[config.mk]
export PLATFORM = sky130hd
export DESIGN_NAME = danger_slot_mgr
export DESIGN_NICKNAME = d
export VERILOG_FILES = /design/src/rtl/danger_slot_mgr.sv
export SDC_FILE = /design/constraint.sdc
export NUM_CORES = 1
export LEC_CHECK = 0
export CORE_MARGIN = 8
export CORE_UTILIZATION = 40
export CTS_CLUSTER_DIAMETER = 100
export DETAILED_ROUTE_END_ITERATION = 8
export PLACE_DENSITY = 0.71
export SYNTH_ARGS = -nofsm -noshare
export SYNTH_HDL_FRONTEND = slang
export SYNTH_SLANG_ARGS = --single-unit
[constraint.sdc]
create_clock -name clk -period 3.1 [get_ports clk]
set_input_delay 0.62 -clock clk [delete_from_list [all_inputs] [get_ports clk]]
set_output_delay 0.62 -clock clk [all_outputs]
set_load 0.01 [all_outputs]
[src/rtl/danger_slot_mgr.sv]
// danger_slot_mgr: spawns, scrolls and recycles dino-game obstacles across N scroll slots
module danger_slot_mgr #(
   parameter int N_SLOTS    = 3,
   parameter int POS_W      = 9,
   parameter int SPAWN_POS  = 319,
   parameter int GAP_CYCLES = 64
) (
   input  logic                       clk,
   input  logic                       rst,
   input  logic                       tick,
   input  logic                       pause,
   input  logic                       clear,
   input  logic [2:0]                 speed,
   input  logic [6:0]                 rand_val,
   output logic [N_SLOTS-1:0]         danger_en,
   output logic [N_SLOTS*POS_W-1:0]   danger_pos,
   output logic [N_SLOTS*3-1:0]       danger_type,
   output logic                       spawn_pulse,
   output logic                       full
);
   localparam int              GW       = (GAP_CYCLES > 1) ? $clog2(GAP_CYCLES) : 1;
   localparam logic [2:0]      NOTHING  = 3'd5;
   localparam logic [GW-1:0]   GAP_LAST = GW'(GAP_CYCLES - 1);

   logic [POS_W-1:0] pos_q [N_SLOTS];
   logic [POS_W-1:0] pos_d [N_SLOTS];
   logic [2:0]       typ_q [N_SLOTS];
   logic [2:0]       typ_d [N_SLOTS];
   logic [N_SLOTS-1:0] en_d;
   logic [GW-1:0]    gap_q, gap_d;
   logic [2:0]       pend_q, pend_d;
   logic             eff, spawn, placed;

   function automatic logic [2:0] map_type(input logic [6:0] r);
      return (r <= 7'd50) ? 3'd5 : (r <= 7'd60) ? 3'd4 : (r <= 7'd70) ? 3'd2 :
             (r <= 7'd80) ? 3'd3 : (r <= 7'd90) ? 3'd0 : 3'd1;
   endfunction

   assign eff  = tick & ~pause & ~clear;
   assign full = &danger_en;

   // next state: move live slots, advance gap counter, spawn into the lowest slot free at tick start
   always_comb begin
      en_d   = danger_en;
      pos_d  = pos_q;
      typ_d  = typ_q;
      gap_d  = gap_q;
      pend_d = pend_q;
      spawn  = 1'b0;
      placed = 1'b0;
      if (eff) begin
         for (int i = 0; i < N_SLOTS; i++)
            if (danger_en[i]) begin
               if (pos_q[i] < POS_W'(speed)) begin
                  en_d[i]  = 1'b0;
                  pos_d[i] = '0;
                  typ_d[i] = NOTHING;
               end else
                  pos_d[i] = pos_q[i] - POS_W'(speed);
            end
         if (full)
            gap_d = '0;
         else if (gap_q != GAP_LAST)
            gap_d = gap_q + 1'b1;
         else begin
            pend_d = map_type(rand_val);
            if (pend_q != NOTHING) begin
               spawn = 1'b1;
               gap_d = '0;
               for (int i = 0; i < N_SLOTS; i++)
                  if (!danger_en[i] && !placed) begin
                     placed   = 1'b1;
                     en_d[i]  = 1'b1;
                     pos_d[i] = POS_W'(SPAWN_POS);
                     typ_d[i] = pend_q;
                  end
            end
         end
      end
   end

   // state register; reset and clear both flush every slot and restart the counters
   always_ff @(posedge clk) begin
      if (!rst || clear) begin
         danger_en   <= '0;
         gap_q       <= '0;
         pend_q      <= NOTHING;
         spawn_pulse <= 1'b0;
         for (int i = 0; i < N_SLOTS; i++) begin
            pos_q[i] <= '0;
            typ_q[i] <= NOTHING;
         end
      end else begin
         danger_en   <= en_d;
         gap_q       <= gap_d;
         pend_q      <= pend_d;
         spawn_pulse <= spawn;
         pos_q       <= pos_d;
         typ_q       <= typ_d;
      end
   end

   genvar g;
   for (g = 0; g < N_SLOTS; g++) begin : g_out
      assign danger_pos[g*POS_W +: POS_W] = pos_q[g];
      assign danger_type[g*3 +: 3]        = typ_q[g];
   end
endmodule

Word level (Yosys, flattened, before mapping)

Index checks and enable logic that the tools add are counted.

Flip-flop bits (word level): 49
Latch bits: 0
Memory bits (writable): 0
ROM bits: 0
Input port bits: 15
Output and inout port bits: 41
Word-level logic and storage cells: 99
Memories: 0

$add $sub $neg: 4
$mul: 0
Divide/modulo/power cells: 0
Order comparisons: 8
Equal/unequal tests: 2
Shift-type cells: 0
Muxes and demuxes: 55
Bitwise gates (word level): 7
Reductions and logical operators: 13

Operator list:

| operator                                                       | count |
|---|---|
| 2-to-1 mux 9 bit                                               | 12 |
| 2-to-1 mux 27 bit                                              | 3 |
| 2-to-1 mux 3 bit                                               | 14 |
| less-than comparator 9 x 3 -> 1 bit                            | 3 |
| subtractor 9 x 3 -> 9 bit                                      | 3 |
| less-or-equal comparator 7 bit, second input constant          | 3 |
| 2-to-1 mux 1 bit                                               | 21 |
| 2-to-1 mux 6 bit                                               | 3 |
| less-or-equal comparator 7 x 6 -> 1 bit, second input constant | 2 |
| adder 6 x 1 -> 6 bit, second input constant                    | 1 |
| != test 6 bit, second input constant                           | 1 |
| AND reduction 3 bit                                            | 2 |
| logical NOT 1 bit                                              | 5 |
| inverter 1 bit                                                 | 5 |
| 2-to-1 mux 2 bit                                               | 2 |
| OR reduction 4 bit                                             | 1 |
| != test 3 bit, second input constant                           | 1 |
| nonzero test 3 bit                                             | 1 |
| bitwise AND 1 bit                                              | 2 |
| logical AND 1 bit                                              | 2 |
| AND reduction 2 bit                                            | 1 |
| logical OR 1 bit                                               | 1 |

Depth between registers and ports, before layout

Gate-level depths: netlist (run 1).

Depth after elaboration: 18
Depth in mapped cells: 9
Depth with buffers taken out: 9

Least setup slack after synthesis (run 1)

OpenSTA, ideal clock, no wires.

Path type: input-to-reg
From: input port speed[1]
To: register pos_q (netlist bit danger_pos[0])
Library setup time: 0.115 ns
Arrival time: 1.957 ns
Required time: 2.985 ns
Setup slack: 1.028 ns
Cell stages on the path: 7
Path buffers: 0
Cells stage by stage: inv_1 > ha_1 > nor2b_1 > o21a_1 > o31ai_1 > o221ai_1 > and3_1

Word-level cells in the longest chain between the ends: 7

Ends and longest elaborated chain:

| item                                  | line | RTL |
|---|---|---|
| from (decl)                           | 13   | `input logic [2:0] speed,` |
| less-than comparator 9 x 3 -> 1 bit * | 54   | `if (pos_q[i] < POS_W'(speed)) begin` |
| 2-to-1 mux 9 bit *                    | 54   |  |
| 2-to-1 mux 9 bit *                    | 53   | `if (danger_en[i]) begin` |
| 2-to-1 mux 9 bit                      | 71   | `if (!danger_en[i] && !placed) begin` |
| 2-to-1 mux 27 bit                     | 67   | `if (pend_q != NOTHING) begin` |
| 2-to-1 mux 27 bit                     | 63   | `else if (gap_q != GAP_LAST)` |
| 2-to-1 mux 27 bit *                   | 61   | `if (full)` |
| to (signal assigned)                  | 98   | `pos_q <= pos_d;` |
| to (decl)                             | 25   | `logic [POS_W-1:0] pos_q [N_SLOTS];` |

Mark *: on every way between the ends. The rest lies on a longest branch, timed or not.
A chain may end at the register's enable or synchronous reset.

Final worst setup path (run 1)

From: register danger_en[0]
To: output port full

Word-level cells in the longest chain between the ends: 1

Ends and longest elaborated chain:

| item                   | line | RTL |
|---|---|---|
| from (decl)            | 15   | `output logic [N_SLOTS-1:0] danger_en,` |
| from (signal assigned) | 94   | `danger_en <= en_d;` |
| AND reduction 3 bit    | 40   | `assign full = &danger_en;` |
| to (decl)              | 19   | `output logic full` |

Every way passes these cells.

==> impl_metrics.py, run 1 <==
metrics = {
    "outcome": {
        "outcome": "completed",
    },
    "global_route": {
        "grt_use_total_pct": 16.3,
        "grt_start_max_net_pins": 30,
        "antenna_violations_before_repair": 0,
        "grt_pass1_vias": 2728,
        "grt_pass1_wl_mm": 13.3,
        "global_route.overflow_total": 0,
    },
    "setup_path": {
        "worst_ep_required_time_ns": 2.48,
        "timing_worst_setup_path_type": "flop to output pin",
        "crit_chain": "nand3_1 > inv_1 > clkdlybuf4s50_1",
        "worst-endpoint-arrival_ns": 1.89,
        "timing.critical_path.to_type": "output pin",
        "critical_path_peak_fanout": 12,
        "critPathSlowestCell": "sky130_fd_sc_hd__dfxtp_1",
        "cp_slowest_stage_delay_ns": 0.57,
        "worstSetupStartpointType": "flop",
    },
    "logic_synthesis": {
        "synth.avg_cell_area_um2": 8.24,
        "ys_seq_area_share_pct": 34.3,
        "ys_seq_elements": 49,
        "yosysWarningCount": 0,
        "synth_top_flop_cell": "sky130_fd_sc_hd__dfxtp_1",
        "number_of_synthesized_flops_with_an_enable_pin": 0,
        "synth_largest_area_cell": "sky130_fd_sc_hd__dfxtp_1",
        "synthesis.area_um2": 2860,
        "netlist-cell-type-count": 57,
        "synthCells": 347,
        "synth.net_count": 375,
        "synth_top_area_share_pct": 34.3,
        "post_synth_main_area_contributors": "sky130_fd_sc_hd__dfxtp_1, sky130_fd_sc_hd__o21ai_0, sky130_fd_sc_hd__ha_1, sky130_fd_sc_hd__nand2_1, sky130_fd_sc_hd__nor2_1",
        "synth-async-reset-ratio_pct": 0,
    },
    "cts": {
        "clock-sinks": 49,
        "clk_path_buf_depth": 2,
        "cts_root_buf": "sky130_fd_sc_hd__clkbuf_8",
        "post_cts_resize_count": 0,
        "tritoncts_clock_tree": "done",
        "h-tree-depth": 2,
        "ctsHoldBuffers": 0,
        "clk_latency_ns": 0.31,
        "post-cts-setup-buffers": 0,
        "cts_inserted_buffers": 5,
        "cts.clk_slew.worst_paths_ns": 0.09,
    },
    "placement": {
        "detailedPlace.worstSlack_ns": 0.292,
        "post-dp-hpwl_mm": 6.07,
        "replace_congestion": 0.891,
        "place.port_buffers": 55,
    },
    "timing": {
        "post-route-min-period_ns": 2.51,
        "finalCritPeriodShare_pct": 80.9,
        "worst_pin_slew_ns": 0.595,
        "setup_slack_ns": 0.591,
        "clock_skew_ns": 0.0127,
        "timing.final.max_slew_violations": 0,
        "clock.fmax_mhz": 399,
        "finalSetupTns_ns": 0,
        "finalSetupViolCount": 0,
        "slew-limit-headroom_pct": 60.2,
        "setup_repair_after_global_routing_missed_its_margin": "no",
        "finalHoldViolations": 0,
    },
    "run": {
        "timing.max_cap.violations": 0,
    },
    "pwr": {
        "comb_power_share_pct": 13.8,
        "seq_power_share_pct": 49.4,
        "cellInternalPower_uw": 983,
        "clock_power_share_pct": 36.8,
        "power-per-cell-area_nw_per_um2": 360,
        "worst_ir_drop_vdd_uv": 200,
        "net_switching_power_uw": 335,
        "p_leak_nw": 1.32,
        "switching_power_as_a_share_of_total_power_pct": 25.4,
    },
    "floorplan": {
        "die_w_um": 101,
        "floorplan.initialDensity_pct": 40.3,
        "boundaryPins": 56,
        "die_area_um2": 10100,
        "floorplan.core_area_um2": 7100,
        "die-height_um": 101,
        "placementRows": 31,
    },
    "route": {
        "route.vias.total": 2890,
        "drt_pre_antenna_iters": 4,
        "detail_route.drc_violations": 0,
        "vias_per_cell": 5.73,
        "antenna_violating_nets_post_route": 0,
        "routed_wirelength_mm": 8.17,
        "avgRoutedWirePerCell_um": 16.2,
        "dr.first_iter.drc_count": 116,
    },
    "layout": {
        "commonest_cells_after_routing_fill_and_taps_aside": "sky130_fd_sc_hd__clkdlybuf4s50_1, sky130_fd_sc_hd__dfxtp_1, sky130_fd_sc_hd__nand2_1",
        "final_nets": 432,
        "syn_to_final_growth_pct": 28.0,
        "final_common_cell": "sky130_fd_sc_hd__clkdlybuf4s50_1",
        "multi_input_area_um2": 1770,
        "layout.filler_cells": 707,
        "post_route_cells_drive_above_1_share_pct": 5.43,
        "diodes": 0,
        "area.sequential_um2": 981,
    },
    "min_path": {
        "worst_hold_path_type": "flop to flop",
    },
}
-- Yosys cell counts, types with 4 or more instances --
cell type and number:
sky130_fd_sc_hd__xnor2_1 4, sky130_fd_sc_hd__nor3_1 12, sky130_fd_sc_hd__o21a_1 4, sky130_fd_sc_hd__a21oi_1 13, sky130_fd_sc_hd__a211oi_1 4, sky130_fd_sc_hd__ha_1 10, sky130_fd_sc_hd__nand2b_1 10, sky130_fd_sc_hd__nand4_1 11
sky130_fd_sc_hd__nand2_1 31, sky130_fd_sc_hd__clkbuf_1 8, sky130_fd_sc_hd__or4_1 4, sky130_fd_sc_hd__nor2_1 23, sky130_fd_sc_hd__a31oi_1 9, sky130_fd_sc_hd__nor2b_1 10, sky130_fd_sc_hd__and3b_1 5, sky130_fd_sc_hd__nor4_1 7
sky130_fd_sc_hd__o311ai_0 4, sky130_fd_sc_hd__o32a_1 4, sky130_fd_sc_hd__dfxtp_1 49, sky130_fd_sc_hd__nand3_1 15, sky130_fd_sc_hd__inv_1 16, sky130_fd_sc_hd__o211ai_1 4, sky130_fd_sc_hd__o31a_1 4, sky130_fd_sc_hd__and3_1 5
sky130_fd_sc_hd__o21ai_0 30, sky130_fd_sc_hd__nand3b_1 4, sky130_fd_sc_hd__buf_2 4
-- final timing paths --
check / endpoint / cells past startpoint / slack (ns) / start
worst max-delay path: full / 3 / 0.59 / danger_en[0]
worst max register to register: danger_pos[1] / 6 / 1.15 / gap_q[0]
worst min-delay path: danger_type[4] / 2 / 0.48 / danger_type[4]
worst min register to register: danger_type[4] / 2 / 0.48 / danger_type[4]
-- power groups by stage --
stage	registers (mW)	clock network, mW	logic [mW]
2_1_floorplan	0.667	0	0.101
3_5_place_dp	0.666	0	0.179
5_1_grt	0.654	0.520	0.199
3_3_place_gp	0.666	0	0.176
4_1_cts	0.652	0.490	0.180
6_report	0.652	0.485	0.181
-- state kept, by name (all words and copies together), names as in the netlist --
name	cells
gap_q	6
danger_en	3
danger_type	9
danger_pos	27
pend_q	3
spawn_pulse	1
-- cell type report --
class	instances	area share (%)
clock buffers	7	2.36
clock inverters	1	0.821
well taps	99	3.38
multi-input cells	269	48.3
inverters	16	1.64
flip-flops and latches	49	26.8
repair buffers	63	16.7
-- layer usage --
| metal | vias to the layer above | global-route usage, % | wire length (um) |
|---|---|---|---|
| li1 | 1422 | - | - |
| met1 | 1358 | 20.9 | 3810 |
| met2 | 101 | 27.2 | 3790 |
| met3 | 9 | 3.04 | 460 |
| met4 | 0 | 4.30 | 106 |
| met5 | - | 0 | 0 |
-- cell families (layout without fill, tap and decap cells) --
group | Yosys count | in the layout | share of synthesized area (%)
muxes | 2 | 2 | 0.744
adders and majority gates | 13 | 13 | 6.47
xor gates and xnor gates | 6 | 6 | 1.84
and+or+nand+nor | 150 | 150 | 29.2
buffers and inverters | 29 | 87 | 3.98
DFF | 49 | 49 | 34.3
AOI/OAI and AO/OA | 98 | 98 | 23.5
-- worst max-delay path, delay by kind of cell (launching register included) --
family        cells  cell delay [ns]
flops             1             0.57
buf+inv           2             0.79
simple gates      1             0.22
-- metrics by stage --
step                power [mW]  util (%)  instance area [um^2]  cells  hold WS [ns]
floorplan                0.768         -                  2860    347         0.469
global placement         0.842      49.9                  3540    496         0.463
detailed placement       0.845      49.9                  3540    496         0.465
CTS                       1.32      51.6                  3660    504         0.480
global route              1.37      51.6                  3660    504         0.501
finish                    1.32      51.6                  3660    504         0.483
(Power assumes the default switching activity.)
==> inputs of run 2 (changes only) <==
- clock period: 3.1 -> 2.4 ns (I/O delays scaled with it)
==> run 2 against run 1 <==
Power up 20%. Flip-flop and latch count unchanged. Count of clock-buffer cells in the layout down 1. Critical endpoint is now danger_pos[6]. Clock power down 2%. Global-route usage up 0.62 points.
==> impl_metrics.py, run 2 (synthesis gave the netlist of run 1 again) <==
metrics = {
    "run": {
        "timing.max_cap.violations": 0,
    },
    "timing": {
        "slew-limit-headroom_pct": 62.9,
        "worst_pin_slew_ns": 0.554,
        "setup_repair_after_global_routing_missed_its_margin": "no",
        "clock_skew_ns": 0.00770,
        "finalHoldViolations": 0,
        "finalCritPeriodShare_pct": 92.6,
        "clock.fmax_mhz": 450,
        "hold_ws_ns": 0.479,
        "timing.final.max_slew_violations": 0,
        "finalSetupTns_ns": 0,
        "post-route-min-period_ns": 2.22,
        "setup_slack_ns": 0.179,
        "finalSetupViolCount": 0,
    },
    "cts": {
        "cts_inserted_buffers": 5,
        "cts_root_buf": "sky130_fd_sc_hd__clkbuf_8",
        "clk_latency_ns": 0.30,
        "post_cts_resize_count": 0,
        "clk_path_buf_depth": 2,
        "post-cts-setup-buffers": 0,
        "h-tree-depth": 2,
        "cts.clk_slew.worst_paths_ns": 0.09,
        "clock-sinks": 49,
        "ctsHoldBuffers": 0,
        "tritoncts_clock_tree": "done",
    },
    "route": {
        "avgRoutedWirePerCell_um": 15.9,
        "vias_per_cell": 5.70,
        "detail_route.drc_violations": 0,
        "route.vias.total": 2991,
        "drt_pre_antenna_iters": 4,
        "dr.first_iter.drc_count": 136,
        "antenna_violating_nets_post_route": 0,
        "routed_wirelength_mm": 8.33,
    },
    "layout": {
        "commonest_cells_after_routing_fill_and_taps_aside": "sky130_fd_sc_hd__clkdlybuf4s50_1, sky130_fd_sc_hd__dfxtp_1, sky130_fd_sc_hd__nand2_1",
        "syn_to_final_growth_pct": 32.9,
        "diodes": 0,
        "post-route-util_pct": 53.6,
        "layout.filler_cells": 673,
        "final_common_cell": "sky130_fd_sc_hd__clkdlybuf4s50_1",
        "post_route_cells_drive_above_1_share_pct": 10.3,
        "largest_reg_flops": 27,
        "final_nets": 453,
    },
    "min_path": {
        "hold_end": "danger_type[4]",
        "worst_hold_path_type": "flop to flop",
        "hp-start": "danger_type[4]",
        "worstHoldPathCells": 2,
    },
    "global_route": {
        "grt_use_total_pct": 16.9,
        "grt_start_max_net_pins": 30,
        "grt_pass1_wl_mm": 14.0,
        "grt_pass1_vias": 2990,
        "global_route.overflow_total": 0,
        "antenna_violations_before_repair": 0,
    },
    "setup_path": {
        "crit_chain": "clkdlybuf4s50_1 > ha_1 > inv_1 > fa_1 > nand2_1 > nand3_1 > nor3_1 > xnor2_1 > nor3_1",
        "critical_path_peak_fanout": 3,
        "critPathSlowestCell": "sky130_fd_sc_hd__clkdlybuf4s50_1",
        "path_delay_family": "buffers and inverters",
        "worst_ep_required_time_ns": 2.58,
        "worstSetupStartpointType": "input pin",
        "cp_slowest_stage_delay_ns": 0.57,
        "critical-path-top-cell-by-count": "sky130_fd_sc_hd__nor3_1",
        "timing.reg2reg.worst_path_depth": 5,
        "rr_startpoint": "gap_q[0]",
        "worst-endpoint-arrival_ns": 2.40,
        "cp_bufs_invs": 2,
        "regToRegEndpoint": "danger_type[1]",
        "timing_worst_setup_path_type": "input pin to flop",
        "timing.reg2reg.setup_slack_ns": 0.48,
        "timing.critical_path.to_type": "flop",
    },
    "floorplan": {
        "die-height_um": 101,
        "placementRows": 31,
        "floorplan.initialDensity_pct": 40.3,
        "floorplan.core_area_um2": 7100,
        "boundaryPins": 56,
        "die_area_um2": 10100,
        "die_w_um": 101,
    },
    "placement": {
        "post-dp-hpwl_mm": 6.25,
        "place.port_buffers": 55,
        "detailedPlace.worstSlack_ns": -0.167,
        "replace_congestion": 0.924,
    },
    "pwr": {
        "power-per-cell-area_nw_per_um2": 415,
        "design_power_total_mw": 1.58,
        "worst_ir_drop_vdd_uv": 269,
        "p_leak_nw": 1.41,
    },
    "outcome": {
        "outcome": "completed",
    },
}
## run 2: report_power, final
part,total (mW),switching (mW),internal [mW]
logic,0.260,0.137,0.123
clock network,0.476,0.273,0.203
registers,0.840,0.0153,0.825
## run 2: worst min-delay path, stage by stage (launching register included)
cell and delay (ns):
sky130_fd_sc_hd__dfxtp_1 0.32, sky130_fd_sc_hd__nand2_1 0.05, sky130_fd_sc_hd__o22ai_1 0.06
## run 2: stage by stage
stage | cells | area, um^2
after CTS | 525 | 3800
after detailed placement | 517 | 3710
final | 525 | 3800
after floorplan | 347 | 2860
after global placement | 517 | 3710
after global routing | 525 | 3800
## run 2: final cells by class
type / count / area (um^2) / share of cell area [%]
Timing Repair Buffer: 84 / 781 / 20.5
Multi-Input combinational cell: 269 / 1770 / 46.6
Sequential cell: 49 / 981 / 25.8
Inverter: 16 / 60.1 / 1.58
Tap cell: 99 / 124 / 3.26
Clock inverter: 2 / 10.0 / 0.263
Clock buffer: 6 / 72.6 / 1.91
## run 2: worst max path at each step
stage	startpoint	end	slack, ns	depth (start not counted)
2_1_floorplan	speed[1]	danger_pos[0]	0.47	7
3_3_place_gp	speed[1]	danger_pos[0]	-0.11	8
3_5_place_dp	speed[1]	danger_pos[0]	-0.17	8
4_1_cts	speed[1]	danger_pos[1]	0.12	8
5_1_grt	speed[0]	danger_pos[6]	0.07	9
6_report	speed[0]	danger_pos[6]	0.18	9
## run 2: layer usage
metal / up-vias / wire (um) / GRT usage [%]
met5: - / 0 / 0
met4: 0 / 159 / 5.35
met3: 14 / 595 / 3.45
met2: 106 / 3860 / 27.9
met1: 1399 / 3710 / 21.5
li1: 1472 / - / -
==> inputs of run 3 (changes only) <==
- PLACE_DENSITY: 0.71 -> 0.75
==> run 3 against run 2 <==
Maximum frequency up 0.73%. Cell count up 0.95%. Sequential power about the same. Via count increased by 0.67%. Hold slack gained 0.0072 ns. Clock skew up 0.0031 ns. Critical path depth shrank 1. Utilization grew 0.35 points. Count of clock-buffer cells in the layout grew 1. Cell area is 0.66% higher. Power is 1.5% higher.
==> impl_metrics.py, run 3 (synthesis gave the netlist of run 1 again) <==
metrics = {
    "floorplan": {
        "placementRows": 31,
        "die_w_um": 101,
        "die_area_um2": 10100,
        "boundaryPins": 56,
        "floorplan.core_area_um2": 7100,
        "floorplan.initialDensity_pct": 40.3,
        "die-height_um": 101,
    },
    "run": {
        "timing.max_cap.violations": 0,
    },
    "layout": {
        "final_common_cell": "sky130_fd_sc_hd__clkdlybuf4s50_1",
        "post_route_cells_drive_above_1_share_pct": 11.1,
        "syn_to_final_growth_pct": 33.8,
        "layout.filler_cells": 677,
        "largest_reg_flops": 27,
        "commonest_cells_after_routing_fill_and_taps_aside": "sky130_fd_sc_hd__clkdlybuf4s50_1, sky130_fd_sc_hd__dfxtp_1, sky130_fd_sc_hd__buf_4",
        "final_nets": 458,
        "final_area_um2": 3830,
        "diodes": 0,
    },
    "timing": {
        "finalSetupViolCount": 0,
        "clock_skew_ns": 0.0108,
        "worst_pin_slew_ns": 0.536,
        "finalCritPeriodShare_pct": 91.9,
        "setup_repair_after_global_routing_missed_its_margin": "no",
        "post-route-min-period_ns": 2.21,
        "finalSetupTns_ns": 0,
        "clock.fmax_mhz": 453,
        "timing.final.max_slew_violations": 0,
        "finalHoldViolations": 0,
        "slew-limit-headroom_pct": 64.2,
    },
    "setup_path": {
        "timing.critical_path.to_type": "flop",
        "cp_slowest_stage_delay_ns": 0.48,
        "timing_worst_setup_path_type": "input pin to flop",
        "worst-endpoint-arrival_ns": 2.41,
        "critical_path_peak_fanout": 4,
        "crit_chain": "clkdlybuf4s50_1 > inv_1 > ha_1 > nor2b_1 > o21a_1 > o31ai_1 > o221ai_1 > and3_1",
        "cp_bufs_invs": 2,
        "worstSetupStartpointType": "input pin",
        "critPathSlowestCell": "sky130_fd_sc_hd__clkdlybuf4s50_1",
        "worst_ep_required_time_ns": 2.61,
        "path_delay_family": "compound AO/OA/AOI/OAI gates",
    },
    "route": {
        "drt_pre_antenna_iters": 6,
        "route.vias.total": 3011,
        "routed_wirelength_mm": 8.46,
        "vias_per_cell": 5.68,
        "dr.first_iter.drc_count": 150,
        "detail_route.drc_violations": 0,
        "avgRoutedWirePerCell_um": 16.0,
        "antenna_violating_nets_post_route": 0,
    },
    "cts": {
        "clk_path_buf_depth": 2,
        "cts_root_buf": "sky130_fd_sc_hd__clkbuf_8",
        "cts_inserted_buffers": 5,
        "clk_latency_ns": 0.32,
        "cts.clk_slew.worst_paths_ns": 0.09,
        "h-tree-depth": 2,
        "tritoncts_clock_tree": "done",
        "clock-sinks": 49,
    },
    "pwr": {
        "power-per-cell-area_nw_per_um2": 418,
        "design_power_total_mw": 1.60,
        "p_leak_nw": 1.42,
        "worst_ir_drop_vdd_uv": 214,
    },
    "global_route": {
        "global_route.overflow_total": 0,
        "grt_use_total_pct": 17.1,
        "antenna_violations_before_repair": 0,
        "grt_pass1_wl_mm": 14.0,
        "grt_pass1_vias": 2954,
        "grt_start_max_net_pins": 18,
    },
    "outcome": {
        "outcome": "completed",
    },
    "placement": {
        "post-dp-hpwl_mm": 6.44,
        "replace_congestion": 0.946,
        "place.port_buffers": 55,
        "placed_cell_area_um2": 3740,
    },
    "min_path": {
        "worst_hold_path_type": "flop to flop",
    },
}
-- run 3: path summary, 6_finish.rpt --
kind	from	to	slack, ns	depth (start not counted)
worst max-delay path	speed[1]	danger_pos[1]	0.19	8
worst min-delay path	danger_type[4]	danger_type[4]	0.49	2
worst max register to register	gap_q[0]	danger_type[1]	0.47	5
worst min register to register	danger_type[4]	danger_type[4]	0.49	2
-- run 3: layout make-up --
class,instances,area [um^2],area share (%)
well taps,99,124,3.24
clock buffers,7,76.3,1.99
repair buffers,89,806,21.1
multi-input cells,269,1770,46.3
inverters,16,60.1,1.57
clock inverters,1,7.51,0.196
flip-flops and latches,49,981,25.6
-- run 3: timing repair --
item                       in CTS  in global routing
hold buffers                    0                  0
buffers inserted                0                  0
gates resized for setup         0                  1
setup endpoints to repair       0                  3
-- run 3: through the flow --
| step | util, % | worst slack (ns) | hold slack [ns] | std cells |
|---|---|---|---|---|
| after floorplan | - | 0.468 | 0.469 | 347 |
| after global placement | 52.7 | -0.0494 | 0.465 | 522 |
| after detailed placement | 52.7 | -0.119 | 0.461 | 522 |
| after CTS | 53.9 | 0.217 | 0.487 | 530 |
| after global routing | 53.9 | 0.0291 | 0.503 | 530 |
| final | 53.9 | 0.195 | 0.486 | 530 |
-- run 3: per-layer routing --
metal  vias up  track usage, %  wire (um)
li1       1476               -          -
met1      1438            21.1       3850
met2        88            28.1       3990
met3         9            4.42        503
met4         0            5.70        110
met5         -               0          0
-- run 3: worst register-to-register path, stage by stage, from the launching register on --
cell and delay (ns):
sky130_fd_sc_hd__dfxtp_1 0.41, sky130_fd_sc_hd__ha_1 0.33, sky130_fd_sc_hd__inv_1 0.11, sky130_fd_sc_hd__nor4b_2 0.52, sky130_fd_sc_hd__o21a_1 0.32, sky130_fd_sc_hd__o21ai_0 0.12
-- run 3: report_power, final --
part	switching (mW)	internal, mW	total (mW)
combinational	0.138	0.125	0.263
clock	0.290	0.207	0.497
sequential	0.0149	0.825	0.840
